**src/rtl/if_pcgen.sv**
```systemverilog
// Instruction-fetch PC generator: sequential fetch, EX-stage redirects,
// misaligned-target traps, stall-time pending redirect and a redirect counter.
module if_pcgen #(
  parameter int unsigned     XLEN     = 32,
  parameter logic [XLEN-1:0] RESET_PC = '0,
  parameter logic [XLEN-1:0] TRAP_VEC = 32'h0000_0100,
  parameter int unsigned     CNT_W    = 16
) (
  input  logic             clk,
  input  logic             rst,
  input  logic             stall,
  input  logic             ex_valid,
  input  logic [1:0]       ex_op,
  input  logic [XLEN-1:0]  ex_pc,
  input  logic             ex_br,
  input  logic [XLEN-1:0]  ex_offset,
  output logic [XLEN-1:0]  pc,
  output logic [XLEN-1:0]  pc4,
  output logic             flush,
  output logic             misalign,
  output logic [XLEN-1:0]  bad_addr,
  output logic [CNT_W-1:0] redir_cnt
);

  typedef enum logic [1:0] {
    NPC_PC4  = 2'd0,
    NPC_JMP  = 2'd1,
    NPC_JMPR = 2'd2,
    NPC_BEQ  = 2'd3
  } npc_op_e;

  logic [XLEN-1:0]  r_pc;
  logic [XLEN-1:0]  r_pend_pc;
  logic             r_pend_valid;
  logic             r_flush;
  logic             r_misalign;
  logic [XLEN-1:0]  r_bad_addr;
  logic [CNT_W-1:0] r_cnt;

  npc_op_e          w_op;
  logic [XLEN-1:0]  w_sum;
  logic [XLEN-1:0]  w_tgt;
  logic [XLEN-1:0]  w_dest;
  logic [XLEN-1:0]  w_npc;
  logic [XLEN-1:0]  w_pc4;
  logic             w_req;
  logic             w_trap;

  assign w_op  = npc_op_e'(ex_op);
  assign w_sum = ex_pc + ex_offset;
  assign w_pc4 = r_pc + XLEN'(4);

  always_comb begin
    w_req = 1'b0;
    w_tgt = w_sum;
    unique case (w_op)
      NPC_JMP:  w_req = ex_valid;
      NPC_JMPR: begin
        w_req = ex_valid;
        w_tgt = {ex_offset[XLEN-1:1], 1'b0};
      end
      NPC_BEQ:  w_req = ex_valid & ex_br;
      default:  w_req = 1'b0;
    endcase
  end

  // A target with bit 1 set is not word-aligned; it becomes a trap instead.
  assign w_trap = w_req & w_tgt[1];
  assign w_dest = w_trap ? TRAP_VEC : w_tgt;

  always_comb begin
    w_npc = w_pc4;
    if (w_req)             w_npc = w_dest;
    else if (r_pend_valid) w_npc = r_pend_pc;
  end

  always_ff @(posedge clk or posedge rst) begin
    if (rst) begin
      r_pc         <= RESET_PC;
      r_pend_pc    <= '0;
      r_pend_valid <= 1'b0;
      r_flush      <= 1'b0;
      r_misalign   <= 1'b0;
      r_bad_addr   <= '0;
      r_cnt        <= '0;
    end else begin
      if (!stall) begin
        r_pc         <= w_npc;
        r_pend_valid <= 1'b0;
      end else if (w_req) begin
        r_pend_pc    <= w_dest;
        r_pend_valid <= 1'b1;
      end
      r_flush    <= w_req;
      r_misalign <= w_trap;
      if (w_trap) r_bad_addr <= w_tgt;
      if (w_req)  r_cnt      <= r_cnt + CNT_W'(1);
    end
  end

  assign pc        = r_pc;
  assign pc4       = w_pc4;
  assign flush     = r_flush;
  assign misalign  = r_misalign;
  assign bad_addr  = r_bad_addr;
  assign redir_cnt = r_cnt;

endmodule

```
**config.mk**
```make
export PLATFORM = sky130hd
export DESIGN_NAME = if_pcgen
export DESIGN_NICKNAME = d
export VERILOG_FILES = /design/src/rtl/if_pcgen.sv
export SDC_FILE = /design/constraint.sdc
export NUM_CORES = 1
export LEC_CHECK = 0
export ABC_AREA = 1
export BUFFER_PORTS_ARGS = -buffer_cell sky130_fd_sc_hd__buf_2
export CAP_MARGIN = 20
export CORE_ASPECT_RATIO = 1.75
export CORE_UTILIZATION = 35
export DETAILED_ROUTE_END_ITERATION = 8
export GPL_TIMING_DRIVEN = 0
export PLACE_DENSITY = 0.65
export SETUP_SLACK_MARGIN = 0.15
export SKIP_CTS_REPAIR_TIMING = 1
export SYNTH_ARGS = -nofsm -noshare
export SYNTH_HDL_FRONTEND = slang
export SYNTH_SLANG_ARGS = --single-unit
```
**constraint.sdc**
```tcl
create_clock -name clk -period 4.17 [get_ports clk]
set_input_delay 0.2085 -clock clk [delete_from_list [all_inputs] [get_ports clk]]
set_output_delay 0.2085 -clock clk [all_outputs]
set_load 0.02 [all_outputs]
```
==> results.cfg <==
[die]
io_pins = 185
die_h_um = 210
die_w_um = 121
core_um2 = 24100
die_area_um2 = 25300
initial_utilization = 0.358
rows = 75

[synth]
syn-instance-count = 1334
yosysTopAreaCellShare = 0.334
synth_area_per_cell_um2 = 6.46
ys_warn_count = 0
ys_async_sr_fraction = 1.00
synth.area.top_cells = dfrtp_1 (33%), nand2_1 (23%), inv_1 (7.2%)
synth_edf_count = 0
ys_dominant_reg_cell = dfrtp_1
synth.cell_area_um2 = 8620
ys_seq_area_frac = 0.334
ys_seq_elements = 115
synth.distinct_cells = 40
synth_nets = 1442
synth_top_area_cell = dfrtp_1

[cells_and_area]
final_core_util = 0.438
fillers = 2605
area_growth_pct = 22.5
n_antenna_cell = 0
layout_common_cells = nand2_1 (519), buf_2 (188), inv_1 (165), dfrtp_1 (115), nand3_1 (102)
final_area_um2 = 10600
nets = 1647
instances_no_fill = 1860
drive_above_1_share = 0.168
seq_area_um2 = 2880
final_common_cell = nand2_1
multi_input_area_um2 = 4940

[timing]
setup_slack_ns = 1.56
rsz0062_at_grt = false
post-route-min-period_ns = 2.61
hold_violations = 0
slew_viol_final = 0
worst_clock_skew_ns = 0.00627
relSlewSlack = 0.536
fmax_ghz = 0.383
finalCritPeriodShare = 0.626
setup_viol = 0
worstMarginPinSlew_ns = 0.696

[setup_path]
crit_chain = nand2_2, nor3_2, nand2_1, nor2_1, nand2_1, xnor2_1, buf_2
r2r_end = pc[28]
arrival_ns = 2.40
critPathMaxStageDelay_ns = 0.45
critPathCaptureType = output port
path_class = flip-flop to output port
critPathBufInv = 1
cp-start-kind = flip-flop
rr_worst_depth = 10
critPathMaxFanout = 5
cp.required_ns = 3.96
crit_top_cell = nand2_1
r2r-start = pc[10]
slowest_stage = dfrtp_1
crit_family = simple AND/OR/NAND/NOR gates
reg2reg_slack_ns = 1.99

[route]
drtAntennaViolNets = 0
drt-total-wl_um = 29400
num_vias = 8961
drtIter0Drc = 481
avgViaCountPerCell = 4.82
drtPass1Iterations = 4
wl_per_cell_um = 15.8
drc = 0

[placed_design]
place.gp.congestion = 0.888
port_buffers = 184
place_inst = 1827
hpwl_um = 24700
detailedPlace.worstSlack_ns = 1.51
dpl_cell_area_um2 = 9960

[clocking]
worstSkewPairLatency_ns = 0.41
clockBufferDepth = 2
clock_sinks = 115
cts_tree = done
clk_pin_slew_ns = 0.05
numCtsBuffers = 17
cts-root-buf = clkbuf_16
htree_num_levels = 4

[global_route]
grt_pass1_wl_um = 46000
grt_pass1_vias = 8818
overflow = 0
grt_usage = 0.238
grt_max_degree = 97
antenna_found_initial = 0

[worst_hold_path]
hold_depth = 3
min_path_type = input port to flip-flop
min_from = ex_offset[12]
hold_end = bad_addr[12]

[pwr]
ir_worst_vdd_mv = 0.233
p_leak_nw = 5.85
p_per_area_nw_per_um2 = 476
total_power_mw = 5.03

[run_status]
status = complete, no violations

[job]
max-cap-violations = 0
Yosys cell counts (2+ instances only):
master	n
buf_4	2
o22ai_1	2
nand3_2	2
a31oi_1	6
nor2_2	3
or2_2	19
o21ai_1	2
xor2_1	25
nand2_1	519
nand3b_1	2
nand3_1	102
nor2_1	78
clkbuf_1	25
nor3_2	2
xnor2_1	20
inv_2	2
a21o_1	2
dfrtp_1	115
buf_1	12
nand4_1	9
mux2i_1	2
inv_1	166
o21bai_1	2
nor2_4	5
nor3_1	18
a21oi_1	81
ha_1	36
o21ai_0	59
xor2_2	2
buf_2	4
tightest hold or removal path, stage by stage:
cell and delay [ns]:
buf_2 0.12, nand2_1 0.08, a31oi_1 0.08
area by class of cell:
type / count / share of cell area
Multi-Input combinational cell: 1008 / 0.468
Clock inverter: 8 / 0.00948
Tap cell: 308 / 0.0365
Buffer: 43 / 0.0165
Timing Repair Buffer: 186 / 0.0907
Clock buffer: 24 / 0.0465
Sequential cell: 115 / 0.272
Inverter: 168 / 0.0602
state kept, by name, indices dropped and copies added (netlist names):
| name | count |
|---|---|
| redir_cnt | 16 |
| pc | 32 |
| misalign | 1 |
| bad_addr | 32 |
| flush | 1 |
| r_pend_pc | 32 |
| r_pend_valid | 1 |
layer usage:
metal / vias to the layer above / track usage / share of wire
met4: 0 / 0.126 / 0.044
met3: 57 / 0.0174 / 0.031
met1: 4062 / 0.242 / 0.37
met5: - / 0 / 0
li1: 4618 / - / -
met2: 224 / 0.470 / 0.56
power breakdown:
group | switching (mW) | internal (mW)
registers | 0.279 | 1.42
clock network | 0.509 | 0.941
logic | 1.27 | 0.615
total | 2.06 | 2.97
logic make-up (layout without fill, tap and decap cells):
| kind of cell | Yosys count | count (layout) | synth area share |
|---|---|---|---|
| and+or+nand+nor | 766 | 766 | 0.373 |
| buffers and inverters | 211 | 429 | 0.0933 |
| AOI/OAI and AO/OA | 156 | 156 | 0.0934 |
| DFF | 115 | 115 | 0.334 |
| xor gates and xnor gates | 47 | 47 | 0.0495 |
| adders and majority gates | 37 | 37 | 0.0546 |
| muxes | 2 | 2 | 0.00232 |
metrics by stage:
stage               TNS [ns]  hold WS, ns
floorplan                  0        0.388
global placement      -51.75        0.449
detailed placement         0        0.158
CTS                        0       -0.275
global route               0        0.127
finish                     0        0.108
worst max-delay path by stage:
stage,startpoint,to,slack [ns],depth (start not counted)
floorplan,rst,bad_addr[0],0.92,1
global placement,rst,bad_addr[1],-0.46,2
detailed placement,ex_pc[0],bad_addr[0],1.51,10
CTS,pc[2],pc4[24],1.55,8
global route,pc[10],pc4[28],1.47,7
finish,pc[10],pc4[28],1.56,7
Note: power is estimated with default switching activity, not from simulation.
